$ cat config.mk
export PLATFORM = sky130hd
export DESIGN_NAME = id_ex_stage_flat
export DESIGN_NICKNAME = d
export VERILOG_FILES = /design/src/rtl/cpu_pkg.sv /design/src/rtl/id_ex_stage_if.sv /design/src/rtl/fwd_mux.sv /design/src/rtl/id_ex_stage.sv /design/src/flat_wrapper.sv
export SDC_FILE = /design/constraint.sdc
export NUM_CORES = 1
export LEC_CHECK = 0
export ABC_AREA = 1
export CORE_ASPECT_RATIO = 0.8
export CORE_UTILIZATION = 57
export DETAILED_ROUTE_END_ITERATION = 12
export DONT_BUFFER_PORTS = 1
export PLACE_DENSITY_LB_ADDON = 0.05
export SLEW_MARGIN = 20
export SYNTH_ARGS = -nofsm -noshare
export SYNTH_HDL_FRONTEND = slang
export SYNTH_SLANG_ARGS = --single-unit
$ cat constraint.sdc
create_clock -name clk -period 7 [get_ports clk]
set_clock_uncertainty 0.15 [all_clocks]
set_input_delay 1.05 -clock clk [delete_from_list [all_inputs] [get_ports clk]]
set_output_delay 1.05 -clock clk [all_outputs]
set_load 0.02 [all_outputs]
$ cat src/rtl/cpu_pkg.sv
// Shared CPU definitions: datapath widths, ALU op_code encodings, the zero
// register address, the ID/EX payload struct and the forwarding-hit helper.
package cpu_pkg;

    localparam int unsigned DATA_W  = 32;
    localparam int unsigned RADDR_W = 5;
    localparam int unsigned OP_W    = 5;
    localparam int unsigned SHAMT_W = 5;

    // ALU op_code encodings
    localparam logic [OP_W-1:0] OP_ADD  = OP_W'(0);
    localparam logic [OP_W-1:0] OP_SUB  = OP_W'(1);
    localparam logic [OP_W-1:0] OP_AND  = OP_W'(2);
    localparam logic [OP_W-1:0] OP_OR   = OP_W'(3);
    localparam logic [OP_W-1:0] OP_XOR  = OP_W'(4);
    localparam logic [OP_W-1:0] OP_NOR  = OP_W'(5);
    localparam logic [OP_W-1:0] OP_SLT  = OP_W'(6);
    localparam logic [OP_W-1:0] OP_SLTU = OP_W'(7);
    localparam logic [OP_W-1:0] OP_SLL  = OP_W'(8);
    localparam logic [OP_W-1:0] OP_SRL  = OP_W'(9);
    localparam logic [OP_W-1:0] OP_SRA  = OP_W'(10);
    localparam logic [OP_W-1:0] OP_LUI  = OP_W'(11);
    localparam logic [OP_W-1:0] OP_NOP  = OP_W'(12);

    // op_code inserted for bubbles; the ALU produces 0 for it
    localparam logic [OP_W-1:0] NOP_OP = OP_NOP;

    localparam logic [RADDR_W-1:0] REG_ZERO = '0;

    // Contents of the ID/EX pipeline register
    typedef struct packed {
        logic               valid;
        logic [OP_W-1:0]    op_code;
        logic [SHAMT_W-1:0] shamt;
        logic               reg_write;
        logic               mem_read;
        logic [RADDR_W-1:0] rd_addr;
        logic [RADDR_W-1:0] rs_addr;
        logic [RADDR_W-1:0] rt_addr;
        logic [DATA_W-1:0]  rs_data;
        logic [DATA_W-1:0]  rt_data;
    } id_ex_t;

    // Empty slot: everything zero except the ALU nop op_code
    function automatic id_ex_t bubble();
        id_ex_t b;
        b         = '0;
        b.op_code = NOP_OP;
        return b;
    endfunction

    // A writing producer forwards to a consumer address unless it targets r0
    function automatic logic fwd_hit(input logic               we,
                                     input logic [RADDR_W-1:0] src_addr,
                                     input logic [RADDR_W-1:0] dst_addr);
        return we && (src_addr != REG_ZERO) && (src_addr == dst_addr);
    endfunction

endpackage

$ cat src/rtl/id_ex_stage_if.sv
// Bus between decode, the forwarding sources and the ID/EX stage.
//   master: decode / hazard-control / EX-MEM / MEM-WB side (drives id_*,
//           stall, flush, exmem_*, memwb_*; observes the ALU-facing outputs)
//   slave : the ID/EX stage itself
interface id_ex_stage_if;
    import cpu_pkg::*;

    logic               id_valid;
    logic [DATA_W-1:0]  id_rs_data;
    logic [DATA_W-1:0]  id_rt_data;
    logic [RADDR_W-1:0] id_rs_addr;
    logic [RADDR_W-1:0] id_rt_addr;
    logic [RADDR_W-1:0] id_rd_addr;
    logic [OP_W-1:0]    id_op_code;
    logic [SHAMT_W-1:0] id_shamt;
    logic               id_reg_write;
    logic               id_mem_read;

    logic               stall;
    logic               flush;

    logic               exmem_reg_write;
    logic [RADDR_W-1:0] exmem_rd_addr;
    logic [DATA_W-1:0]  exmem_result;
    logic               memwb_reg_write;
    logic [RADDR_W-1:0] memwb_rd_addr;
    logic [DATA_W-1:0]  memwb_result;

    logic [DATA_W-1:0]  alu_reg1;
    logic [DATA_W-1:0]  alu_reg2;
    logic [OP_W-1:0]    alu_op_code;
    logic [SHAMT_W-1:0] alu_shamt;
    logic [RADDR_W-1:0] ex_rd_addr;
    logic               ex_reg_write;
    logic               ex_mem_read;
    logic               ex_valid;
    logic               load_use_stall;

    modport master (
        output id_valid, id_rs_data, id_rt_data, id_rs_addr, id_rt_addr,
               id_rd_addr, id_op_code, id_shamt, id_reg_write, id_mem_read,
               stall, flush,
               exmem_reg_write, exmem_rd_addr, exmem_result,
               memwb_reg_write, memwb_rd_addr, memwb_result,
        input  alu_reg1, alu_reg2, alu_op_code, alu_shamt,
               ex_rd_addr, ex_reg_write, ex_mem_read, ex_valid, load_use_stall
    );

    modport slave (
        input  id_valid, id_rs_data, id_rt_data, id_rs_addr, id_rt_addr,
               id_rd_addr, id_op_code, id_shamt, id_reg_write, id_mem_read,
               stall, flush,
               exmem_reg_write, exmem_rd_addr, exmem_result,
               memwb_reg_write, memwb_rd_addr, memwb_result,
        output alu_reg1, alu_reg2, alu_op_code, alu_shamt,
               ex_rd_addr, ex_reg_write, ex_mem_read, ex_valid, load_use_stall
    );

endinterface

$ cat src/rtl/fwd_mux.sv
// Single-operand forwarding selector.
//   operand_addr / stored_data : register address and value held in ID/EX
//   exmem_* / memwb_*          : later-stage producers
//   operand_c                  : operand the ALU should use (combinational)
// EX/MEM is the younger producer, so it wins when both match.
module fwd_mux
    import cpu_pkg::*;
(
    input  logic [RADDR_W-1:0] operand_addr,
    input  logic [DATA_W-1:0]  stored_data,
    input  logic               exmem_reg_write,
    input  logic [RADDR_W-1:0] exmem_rd_addr,
    input  logic [DATA_W-1:0]  exmem_result,
    input  logic               memwb_reg_write,
    input  logic [RADDR_W-1:0] memwb_rd_addr,
    input  logic [DATA_W-1:0]  memwb_result,
    output logic [DATA_W-1:0]  operand_c
);

    // Priority select: EX/MEM, then MEM/WB, then the stored register value
    always_comb begin
        operand_c = stored_data;
        if (fwd_hit(exmem_reg_write, exmem_rd_addr, operand_addr)) begin
            operand_c = exmem_result;
        end else if (fwd_hit(memwb_reg_write, memwb_rd_addr, operand_addr)) begin
            operand_c = memwb_result;
        end
    end

endmodule

$ cat src/rtl/id_ex_stage.sv
// ID/EX pipeline register feeding the ALU, with operand forwarding,
// load-use hazard detection, downstream stall and branch/jump flush.
//   clk, rst : rising-edge clock, asynchronous active-high reset
//   bus      : slave side of id_ex_stage_if (decode inputs, stall/flush,
//              forwarding sources in; ALU operands, ex_* fields and
//              load_use_stall out)
// alu_reg1/alu_reg2 and load_use_stall are combinational; every other
// output is taken directly from the pipeline register.
module id_ex_stage
    import cpu_pkg::*;
(
    input  logic         clk,
    input  logic         rst,
    id_ex_stage_if.slave bus
);

    id_ex_t q;
    id_ex_t d;
    id_ex_t captured;

    logic [DATA_W-1:0] fwd_rs;
    logic [DATA_W-1:0] fwd_rt;
    logic              lu_hazard;

    // Forwarded operands for rs and rt
    fwd_mux u_fwd_rs (
        .operand_addr    (q.rs_addr),
        .stored_data     (q.rs_data),
        .exmem_reg_write (bus.exmem_reg_write),
        .exmem_rd_addr   (bus.exmem_rd_addr),
        .exmem_result    (bus.exmem_result),
        .memwb_reg_write (bus.memwb_reg_write),
        .memwb_rd_addr   (bus.memwb_rd_addr),
        .memwb_result    (bus.memwb_result),
        .operand_c       (fwd_rs)
    );

    fwd_mux u_fwd_rt (
        .operand_addr    (q.rt_addr),
        .stored_data     (q.rt_data),
        .exmem_reg_write (bus.exmem_reg_write),
        .exmem_rd_addr   (bus.exmem_rd_addr),
        .exmem_result    (bus.exmem_result),
        .memwb_reg_write (bus.memwb_reg_write),
        .memwb_rd_addr   (bus.memwb_rd_addr),
        .memwb_result    (bus.memwb_result),
        .operand_c       (fwd_rt)
    );

    // Load in EX whose destination is read by the instruction in decode.
    // Masked during stall/flush: the decode slot is not advancing anyway.
    always_comb begin
        lu_hazard = 1'b0;
        if (q.valid && q.mem_read && (q.rd_addr != REG_ZERO) && bus.id_valid &&
            ((q.rd_addr == bus.id_rs_addr) || (q.rd_addr == bus.id_rt_addr))) begin
            lu_hazard = !bus.stall && !bus.flush;
        end
    end

    // Decode-stage fields as they would be captured
    always_comb begin
        captured           = '0;
        captured.valid     = bus.id_valid;
        captured.op_code   = bus.id_op_code;
        captured.shamt     = bus.id_shamt;
        captured.reg_write = bus.id_reg_write;
        captured.mem_read  = bus.id_mem_read;
        captured.rd_addr   = bus.id_rd_addr;
        captured.rs_addr   = bus.id_rs_addr;
        captured.rt_addr   = bus.id_rt_addr;
        captured.rs_data   = bus.id_rs_data;
        captured.rt_data   = bus.id_rt_data;
    end

    // Next-state selection: flush > stall > load-use bubble > capture.
    // A stall refreshes the operands so a producer retiring mid-stall
    // is not lost once it leaves the forwarding window.
    always_comb begin
        d = q;
        if (bus.flush) begin
            d = bubble();
        end else if (bus.stall) begin
            d.rs_data = fwd_rs;
            d.rt_data = fwd_rt;
        end else if (lu_hazard) begin
            d = bubble();
        end else begin
            d = captured;
        end
    end

    // Pipeline register
    always_ff @(posedge clk or posedge rst) begin
        if (rst) begin
            q <= bubble();
        end else begin
            q <= d;
        end
    end

    assign bus.alu_reg1       = fwd_rs;
    assign bus.alu_reg2       = fwd_rt;
    assign bus.alu_op_code    = q.op_code;
    assign bus.alu_shamt      = q.shamt;
    assign bus.ex_rd_addr     = q.rd_addr;
    assign bus.ex_reg_write   = q.reg_write;
    assign bus.ex_mem_read    = q.mem_read;
    assign bus.ex_valid       = q.valid;
    assign bus.load_use_stall = lu_hazard;

endmodule

$ cat src/flat_wrapper.sv
// flat-port wrapper written by rule: the top's interface ports become plain ports
module id_ex_stage_flat import cpu_pkg::*;
  (clk, rst, bus_id_valid, bus_id_rs_data, bus_id_rt_data, bus_id_rs_addr, bus_id_rt_addr, bus_id_rd_addr, bus_id_op_code, bus_id_shamt, bus_id_reg_write, bus_id_mem_read, bus_stall, bus_flush, bus_exmem_reg_write, bus_exmem_rd_addr, bus_exmem_result, bus_memwb_reg_write, bus_memwb_rd_addr, bus_memwb_result, bus_alu_reg1, bus_alu_reg2, bus_alu_op_code, bus_alu_shamt, bus_ex_rd_addr, bus_ex_reg_write, bus_ex_mem_read, bus_ex_valid, bus_load_use_stall);
  id_ex_stage_if bus_i ();
  input  logic clk;
  input  logic rst;
  input wire logic [$bits(bus_i.id_valid)-1:0] bus_id_valid;
  input wire logic [$bits(bus_i.id_rs_data)-1:0] bus_id_rs_data;
  input wire logic [$bits(bus_i.id_rt_data)-1:0] bus_id_rt_data;
  input wire logic [$bits(bus_i.id_rs_addr)-1:0] bus_id_rs_addr;
  input wire logic [$bits(bus_i.id_rt_addr)-1:0] bus_id_rt_addr;
  input wire logic [$bits(bus_i.id_rd_addr)-1:0] bus_id_rd_addr;
  input wire logic [$bits(bus_i.id_op_code)-1:0] bus_id_op_code;
  input wire logic [$bits(bus_i.id_shamt)-1:0] bus_id_shamt;
  input wire logic [$bits(bus_i.id_reg_write)-1:0] bus_id_reg_write;
  input wire logic [$bits(bus_i.id_mem_read)-1:0] bus_id_mem_read;
  input wire logic [$bits(bus_i.stall)-1:0] bus_stall;
  input wire logic [$bits(bus_i.flush)-1:0] bus_flush;
  input wire logic [$bits(bus_i.exmem_reg_write)-1:0] bus_exmem_reg_write;
  input wire logic [$bits(bus_i.exmem_rd_addr)-1:0] bus_exmem_rd_addr;
  input wire logic [$bits(bus_i.exmem_result)-1:0] bus_exmem_result;
  input wire logic [$bits(bus_i.memwb_reg_write)-1:0] bus_memwb_reg_write;
  input wire logic [$bits(bus_i.memwb_rd_addr)-1:0] bus_memwb_rd_addr;
  input wire logic [$bits(bus_i.memwb_result)-1:0] bus_memwb_result;
  output wire logic [$bits(bus_i.alu_reg1)-1:0] bus_alu_reg1;
  output wire logic [$bits(bus_i.alu_reg2)-1:0] bus_alu_reg2;
  output wire logic [$bits(bus_i.alu_op_code)-1:0] bus_alu_op_code;
  output wire logic [$bits(bus_i.alu_shamt)-1:0] bus_alu_shamt;
  output wire logic [$bits(bus_i.ex_rd_addr)-1:0] bus_ex_rd_addr;
  output wire logic [$bits(bus_i.ex_reg_write)-1:0] bus_ex_reg_write;
  output wire logic [$bits(bus_i.ex_mem_read)-1:0] bus_ex_mem_read;
  output wire logic [$bits(bus_i.ex_valid)-1:0] bus_ex_valid;
  output wire logic [$bits(bus_i.load_use_stall)-1:0] bus_load_use_stall;
  assign bus_i.id_valid = bus_id_valid;
  assign bus_i.id_rs_data = bus_id_rs_data;
  assign bus_i.id_rt_data = bus_id_rt_data;
  assign bus_i.id_rs_addr = bus_id_rs_addr;
  assign bus_i.id_rt_addr = bus_id_rt_addr;
  assign bus_i.id_rd_addr = bus_id_rd_addr;
  assign bus_i.id_op_code = bus_id_op_code;
  assign bus_i.id_shamt = bus_id_shamt;
  assign bus_i.id_reg_write = bus_id_reg_write;
  assign bus_i.id_mem_read = bus_id_mem_read;
  assign bus_i.stall = bus_stall;
  assign bus_i.flush = bus_flush;
  assign bus_i.exmem_reg_write = bus_exmem_reg_write;
  assign bus_i.exmem_rd_addr = bus_exmem_rd_addr;
  assign bus_i.exmem_result = bus_exmem_result;
  assign bus_i.memwb_reg_write = bus_memwb_reg_write;
  assign bus_i.memwb_rd_addr = bus_memwb_rd_addr;
  assign bus_i.memwb_result = bus_memwb_result;
  assign bus_alu_reg1 = bus_i.alu_reg1;
  assign bus_alu_reg2 = bus_i.alu_reg2;
  assign bus_alu_op_code = bus_i.alu_op_code;
  assign bus_alu_shamt = bus_i.alu_shamt;
  assign bus_ex_rd_addr = bus_i.ex_rd_addr;
  assign bus_ex_reg_write = bus_i.ex_reg_write;
  assign bus_ex_mem_read = bus_i.ex_mem_read;
  assign bus_ex_valid = bus_i.ex_valid;
  assign bus_load_use_stall = bus_i.load_use_stall;
  id_ex_stage u_core (.clk(clk), .rst(rst), .bus(bus_i));
endmodule
==> flow_summary_export.csv, run 1 <==
group,metric,value,unit
synthesis,syn_avg_cell_area,7.14,sq um
cts,cts-hold-fix-buffers,0,
power,p_per_area,211,mW/mm^2
floorplan,die_h,96.9,um
global_routing,grt_pass1_vias,6114,
synthesis,syn_inst,898,
timing,tightest_slew,0.990,ns
power,peakVddDrop,0.000129,V
timing,finalMaxSlewViolations,0,
worst_setup_path,crit_fanout,33,
cells_and_area,layout-drive-gt1-share,5.38,%
placement,place_area,0.00614,sq mm
routing,routed_wl,19500,um
cts,post_cts_resized,0,
global_routing,track_usage,34.3,%
worst_setup_path,critical_path_arrival,3.55,ns
cts,cts_max_level,3,
timing,max_freq,211,MHz
routing,ant_nets,0,
cells_and_area,mostFrequentLayoutCells,"nand3_1 (319), nand2_1 (200), dfrtp_1 (90)",
routing,drc_errors,0,
cells_and_area,n_antenna_cell,0,
timing,rsz0062_at_grt,"false",
synthesis,synthesis.area,0.00641,sq mm
floorplan,pin_count,255,
routing,vias,6161,
power,p_leak,3.31,nW
placement,gp_congestion,0.890,
cells_and_area,layout_commonest_cell,"nand3_1",
hold_path,hold_class,"reg -> reg",
routing,drt_iter0_drc,563,
global_routing,antenna_found_initial,0,
run_status,status,"complete, no violations",
floorplan,die_w,121,um
cells_and_area,area_growth,0.664,%
synthesis,syn_nets,1070,
worst_setup_path,reg2reg_depth,6,
placement,dp.final_hpwl,13000,um
synthesis,yosysWarnings,0,
global_routing,gr-total-overflow,0,
cts,clkSlewWorstSetupHoldPaths,0.07,ns
cts,cts_sinks,92,
routing,firstDrtPassIters,5,
cts,clock_path_buffers,2,
global_routing,grt_max_degree,94,
floorplan,initial_core_util,58.9,%
cts,clk_latency,0.35,ns
floorplan,core-area,0.0109,sq mm
synthesis,seq_area_frac_synth,35.9,%
timing,min_period,4.75,ns
routing,vias_per_cell,6.29,
worst_setup_path,critPathLaunchType,"input pin",
cts,cts_inserted_buffers,9,
timing,hold_violations,0,
synthesis,synth.distinct_cells,26,
cts,tritoncts,"done",
cells_and_area,fillCellCount,1082,
floorplan,rows,34,
cts,postCtsSetupBuffers,0,
cells_and_area,fin_area,0.00645,sq mm
timing,fin_crit_sh,67.8,%
routing,routedWlPerCell,19.9,um
floorplan,die-area,0.0117,sq mm
worst_setup_path,crit_path_end_kind,"output pin",
hold_path,holdPathStages,2,
cells_and_area,finalNetCount,1003,
worst_setup_path,crit_type,"in -> out",
cts,cts-root-buf,"clkbuf_16",
timing,tns,0,ns
worst_setup_path,required,5.80,ns
worst_setup_path,r2r_setup_slack,3.85,ns
synthesis,synth_seq_cells,92,
global_routing,grt_first_pass_wirelength,31200,um
placement,port_buffers,0,
job,cap_violations,0,
timing,setup_viol,0,
timing,relSlewSlack,33.9,%
[cells in the mapped netlist, drive strengths merged]
master / instances / share of area [%]
or2: 1 / 0.098
nor2: 17 / 1.4
and2: 64 / 6.2
nand4: 33 / 3.2
dfstp: 2 / 0.82
xor2: 18 / 2.5
dfrtp: 90 / 35
buf: 69 / 7.4
nand2: 204 / 12
xnor2: 8 / 1.1
nand3: 322 / 25
clkbuf: 15 / 0.88
nand3b: 1 / 0.12
nor3: 5 / 0.82
a21oi: 1 / 0.078
inv: 48 / 2.8
[per-layer routing]
| layer | share of wire (%) | GRT usage (%) |
|---|---|---|
| met4 | 3.4 | 16.5 |
| met2 | 47 | 55.3 |
| met1 | 40 | 43.0 |
| met3 | 9.4 | 8.49 |
| met5 | 0 | 0 |
[sequential cells by signal, indices dropped and copies added (netlist names)]
name	flops
u_core.q	74
u_core.bus.alu_op_code	5
u_core.bus.alu_shamt	5
u_core.bus.ex_rd_addr	5
u_core.bus.ex_mem_read	1
u_core.bus.ex_reg_write	1
u_core.bus.ex_valid	1
[per-stage QoR]
| stage | power (mW) | cells | utilization [%] | hold WS [ns] | worst slack (ns) |
|---|---|---|---|---|---|
| after detailed placement | 0.862 | 964 | 56.4 | 0.394 | 2.35 |
| final | 1.36 | 980 | 59.3 | 0.413 | 2.25 |
| after CTS | 1.37 | 980 | 59.3 | 0.413 | 2.35 |
| after floorplan | 0.818 | 898 | - | 0.300 | 3.41 |
| after global routing | 1.42 | 980 | 59.3 | 0.434 | 2.13 |
| after global placement | 0.855 | 964 | 56.4 | 0.387 | 2.47 |
[path summary, 6_finish.rpt]
kind / start / to
max: bus_exmem_rd_addr[4] / bus_alu_reg2[26]
min: u_core.q[66] / u_core.q[66]
max reg2reg: u_core.q[68] / u_core.q[1]
min reg2reg: u_core.q[66] / u_core.q[66]
max in group asynchronous: rst / u_core.q[22]
min in group asynchronous: rst / u_core.q[7]
[report_power, final]
part / internal, mW / switching (mW)
clock network: 0.283 / 0.226
registers: 0.564 / 0.0245
logic: 0.0680 / 0.198
total: 0.915 / 0.448
[critical path, cell delays in order]
cell and delay [ns]:
xor2_1 0.16, nor2_4 0.75, nand3_2 0.86, nand3_1 0.41, and2_1 0.30
[cell families (layout without fill, tap and decap cells)]
group	after synthesis	in the layout	share of synthesized area [%]
xor+xnor	26	26	3.55
simple gates	647	647	49.3
compound gates	1	1	0.0780
buf+inv	132	70	11.1
flops	92	92	35.9
[area by class of cell]
type	instances	area (sq um)	area share (%)
tap	144	180	2.79
multi-input combinational	674	3430	53.2
clock buffer	9	225	3.49
sequential	92	2300	35.7
inverter	48	183	2.83
timing repair buffer	6	45.0	0.698
clock inverter	7	83.8	1.30
No activity file was read; power rests on OpenSTA's default activity.
==> inputs of run 2 (changes only) <==
- clock period: 7 -> 4.5 ns (I/O delays scaled with it)
==> flow_summary_export.csv, run 2 (synthesis gave the netlist of run 1 again) <==
group,metric,value,unit
cells_and_area,n_antenna_cell,0,
power,power.share.clock,37.6,%
power,power.switching,656,uW
cells_and_area,layout_commonest_cell,"nand3_1",
timing,rsz0062_at_grt,"false",
floorplan,die-area,0.0117,sq mm
cells_and_area,mostFrequentLayoutCells,"nand3_1 (319), nand2_1 (200), dfrtp_1 (90)",
routing,drc_errors,0,
global_routing,grt_first_pass_wirelength,30600,um
floorplan,die_h,96.9,um
power,p_seq_share,42.7,%
worst_setup_path,critical_path_arrival,2.78,ns
routing,drt_iter0_drc,606,
cells_and_area,layout-drive-gt1-share,5.93,%
cells_and_area,top_register,"u_core.q",
worst_setup_path,critPathLaunchType,"input pin",
routing,ant_nets,0,
global_routing,track_usage,33.6,%
floorplan,die_w,121,um
cts,postCtsSetupBuffers,0,
cts,clk_latency,0.34,ns
hold_path,hold_class,"in -> async",
cts,clkSlewWorstSetupHoldPaths,0.07,ns
timing,fin_crit_sh,80.1,%
floorplan,initial_core_util,58.9,%
job,cap_violations,0,
power,combPwrFrac,19.7,%
floorplan,pin_count,255,
routing,vias_per_cell,6.21,
cts,cts_max_level,3,
worst_setup_path,crit_type,"in -> out",
cts,post_cts_resized,0,
power,p_leak,3.35,nW
cts,tritoncts,"done",
global_routing,antenna_found_initial,0,
floorplan,rows,34,
cts,cts_inserted_buffers,9,
timing,min_period,3.60,ns
power,p_int,1.49,mW
timing,max_freq,278,MHz
cts,clock_path_buffers,2,
run_status,status,"complete, no violations",
placement,place_area,0.00621,sq mm
timing,tightest_slew,1.06,ns
worst_setup_path,crit_path_end_kind,"output pin",
cts,cts-root-buf,"clkbuf_16",
timing,hold_violations,0,
floorplan,core-area,0.0109,sq mm
power,p_per_area,329,mW/mm^2
global_routing,grt_pass1_vias,5875,
routing,vias,6134,
cells_and_area,fillCellCount,1041,
cells_and_area,fin_area,0.00653,sq mm
cts,cts_sinks,92,
worst_setup_path,crit_fanout,33,
placement,port_buffers,0,
routing,routed_wl,19500,um
placement,gp_congestion,0.968,
routing,routedWlPerCell,19.7,um
timing,setup_viol,0,
timing,finalMaxSlewViolations,0,
cells_and_area,area_growth,1.83,%
routing,firstDrtPassIters,5,
timing,relSlewSlack,29.2,%
placement,dp.final_hpwl,13000,um
global_routing,gr-total-overflow,0,
global_routing,grt_max_degree,93,
cells_and_area,largest_register_ffs,74,
power,swShare,30.5,%
cells_and_area,finalNetCount,1010,
timing,tns,0,ns
cts,cts-hold-fix-buffers,0,
worst_setup_path,required,3.67,ns
power,peakVddDrop,0.000234,V
run 2: routing by layer:
metal | track usage, % | routed length (um)
met1 | 43.8 | 7950
met2 | 54.1 | 9090
met3 | 8.55 | 1960
met4 | 11.9 | 473
met5 | 0 | 0
run 2: final timing paths:
check	start	endpoint	slack [ns]	cells after the start
setup reg to reg	u_core.q[69]	u_core.q[52]	1.89	9
hold / removal	rst	u_core.q[4]	0.21	1
setup / recovery	bus_memwb_rd_addr[0]	bus_alu_reg1[6]	0.90	8
min in group clk	bus_id_shamt[4]	u_core.bus.alu_shamt[4]	0.32	2
hold reg to reg	u_core.q[70]	u_core.q[70]	0.43	2
max in group asynchronous	rst	u_core.q[17]	3.08	2
run 2: critical path, stage by stage:
cell and delay, ns:
nor2_1 0.02, nand3b_1 0.08, nand2_2 0.08, inv_2 0.49, nand3_2 0.76, nand2_1 0.24
nand3_1 0.14, and2_1 0.26
run 2: area by class of cell:
type	instances	area, sq um	share of cell area [%]
multi-input cells	674	3430	52.6
clock inverters	4	72.6	1.11
flip-flops and latches	92	2300	35.3
inverters	48	183	2.80
clock buffers	12	246	3.78
repair buffers	13	110	1.69
well taps	144	180	2.76
run 2: through the flow:
stage / cells / utilization (%) / hold WS [ns] / power (mW) / setup slack [ns]
floorplan: 898 / - / 0.300 / 1.27 / 1.29
global placement: 971 / 57.0 / 0.402 / 1.34 / 0.979
detailed placement: 971 / 57.0 / 0.400 / 1.35 / 0.976
CTS: 987 / 59.9 / 0.247 / 2.16 / 0.941
global route: 987 / 59.9 / 0.282 / 2.24 / 0.720
finish: 987 / 59.9 / 0.207 / 2.15 / 0.897
run 2: power by group through the flow:
stage	registers (mW)	logic (mW)	clock network, mW
3_3_place_gp	0.930	0.413	0
5_1_grt	0.921	0.462	0.853
3_5_place_dp	0.931	0.420	0
4_1_cts	0.916	0.420	0.820
6_report	0.916	0.423	0.807
2_1_floorplan	0.913	0.360	0
==> inputs of run 3 (changes only) <==
- clock period: 4.5 -> 3.15 ns (I/O delays scaled with it)
==> flow_summary_export.csv, run 3 (synthesis gave the netlist of run 1 again) <==
group,metric,value,unit
timing,relSlewSlack,50.2,%
routing,drt_iter0_drc,585,
placement,port_buffers,0,
routing,dr_wl_met2,9510,um
floorplan,initial_core_util,58.9,%
worst_setup_path,critical_path_arrival,2.23,ns
global_routing,grt_pass1_vias,6330,
cts,postCtsSetupBuffers,0,
timing,setup_viol,0,
worst_setup_path,cp_num_buf_inv,1,
cells_and_area,regArea,0.00230,sq mm
global_routing,track_usage,34.5,%
timing,tns,0,ns
run_status,status,"complete, no violations",
floorplan,core-area,0.0109,sq mm
worst_setup_path,cp_slowest_stage_delay,0.54,ns
power,finalPower,3.20,mW
routing,drc_errors,0,
worst_setup_path,cp-startpoint,"u_core.q[66]",
job,cap_violations,0,
global_routing,gr-total-overflow,0,
worst_setup_path,cpMostUsedCell,"nand2_1",
cts,cts_max_level,3,
timing,setup_ws,0.297,ns
floorplan,die-area,0.0117,sq mm
cts,cts_sinks,92,
routing,routedWlPerCell,19.9,um
cells_and_area,n_antenna_cell,0,
cts,clkSlewWorstSetupHoldPaths,0.07,ns
cts,clock_path_buffers,2,
worst_setup_path,critPathSlowestCell,"nand2_2",
routing,vias,6255,
worst_setup_path,crit_fanout,32,
placement,place_area,0.00626,sq mm
worst_setup_path,crit_chain,"inv_1 > nand2_1 > nand2_1 > nand3_1 > nor2_4 > nand2_2 > nand2_1 > nand3_1 > and2_1",
timing,finalMaxSlewViolations,0,
routing,met1_length,7500,um
placement,pre_cts_ws,0.356,ns
timing,hold_violations,0,
timing,fin_crit_sh,90.6,%
timing,rsz0062_at_grt,"false",
cells_and_area,fillCellCount,1025,
power,peakVddDrop,0.000355,V
placement,placed_cells,975,
timing,min_period,2.85,ns
cells_and_area,largest_register_ffs,74,
routing,wl_met3,2060,um
cts,cts_inserted_buffers,9,
cells_and_area,mostFrequentLayoutCells,"nand3_1 (319), nand2_1 (200), dfrtp_1 (90)",
worst_setup_path,crit_path_end_kind,"output pin",
floorplan,rows,34,
hold_path,min_from,"bus_id_shamt[4]",
routing,routed_wl,19700,um
worst_setup_path,cp_top_family,"simple AND/OR/NAND/NOR gates",
cts,tritoncts,"done",
timing,tightest_slew,0.745,ns
routing,firstDrtPassIters,5,
cells_and_area,layout-drive-gt1-share,6.49,%
cells_and_area,finalNetCount,1015,
placement,gp_congestion,0.941,
worst_setup_path,r2r_start,"u_core.q[66]",
cells_and_area,fin_area,0.00664,sq mm
worst_setup_path,required,2.53,ns
floorplan,die_h,96.9,um
cts,cts-root-buf,"clkbuf_16",
power,p_leak,3.41,nW
cells_and_area,multi_input_area,0.00345,sq mm
global_routing,grt_max_degree,93,
power,p_per_area,482,mW/mm^2
global_routing,grt_first_pass_wirelength,31500,um
routing,ant_nets,0,
floorplan,die_w,121,um
cells_and_area,area_growth,3.59,%
cells_and_area,top_register,"u_core.q",
cells_and_area,layout_commonest_cell,"nand3_1",
placement,dp.final_hpwl,13400,um
timing,max_freq,351,MHz
hold_path,hold_class,"in -> reg",
routing,routed.top_layer,"met4",
global_routing,antenna_found_initial,0,
worst_setup_path,crit_type,"reg -> out",
cts,clk_latency,0.34,ns
floorplan,pin_count,255,
cells_and_area,fin_cells,992,
worst_setup_path,critPathLaunchType,"flip-flop",
routing,vias_per_cell,6.31,
## run 3: path summary, 6_finish.rpt
| check | cells after the start | to | slack (ns) |
|---|---|---|---|
| worst max-delay path | 9 | bus_alu_reg2[1] | 0.30 |
| worst min-delay path | 2 | u_core.bus.alu_shamt[4] | 0.11 |
| worst max register to register | 10 | u_core.q[1] | 1.06 |
| worst min register to register | 2 | u_core.q[73] | 0.40 |
| max in group asynchronous | 3 | u_core.q[65] | 1.48 |
| min in group asynchronous | 2 | u_core.q[7] | 0.54 |
## run 3: per-layer routing
metal / vias to the layer above / track usage (%)
met1: 2950 / 41.7
met4: 0 / 15.8
li1: 2866 / -
met2: 384 / 57.2
met3: 55 / 9.32
met5: - / 0
## run 3: repair_timing
action	CTS	global route
gates resized for setup	0	2
hold endpoints to repair	49	0
setup endpoints to repair	0	63
hold buffers	1	0
## run 3: final cells by class
class / instances / area share, %
inverters: 48 / 2.75
flip-flops and latches: 92 / 34.7
clock inverters: 4 / 1.43
clock buffers: 12 / 3.86
repair buffers: 18 / 2.64
well taps: 144 / 2.71
multi-input cells: 674 / 51.9
## run 3: metrics by stage
| stage | util [%] | hold slack, ns |
|---|---|---|
| floorplan | - | 0.300 |
| global placement | 57.5 | 0.325 |
| detailed placement | 57.5 | 0.331 |
| CTS | 60.8 | 0.108 |
| global route | 61.0 | 0.109 |
| finish | 61.0 | 0.114 |
## run 3: power breakdown
part | leakage, nW | total [mW] | switching, mW | internal (mW)
clock | 0.173 | 1.28 | 0.459 | 0.818
sequential | 1.22 | 1.31 | 0.0537 | 1.25
combinational | 2.02 | 0.613 | 0.448 | 0.165
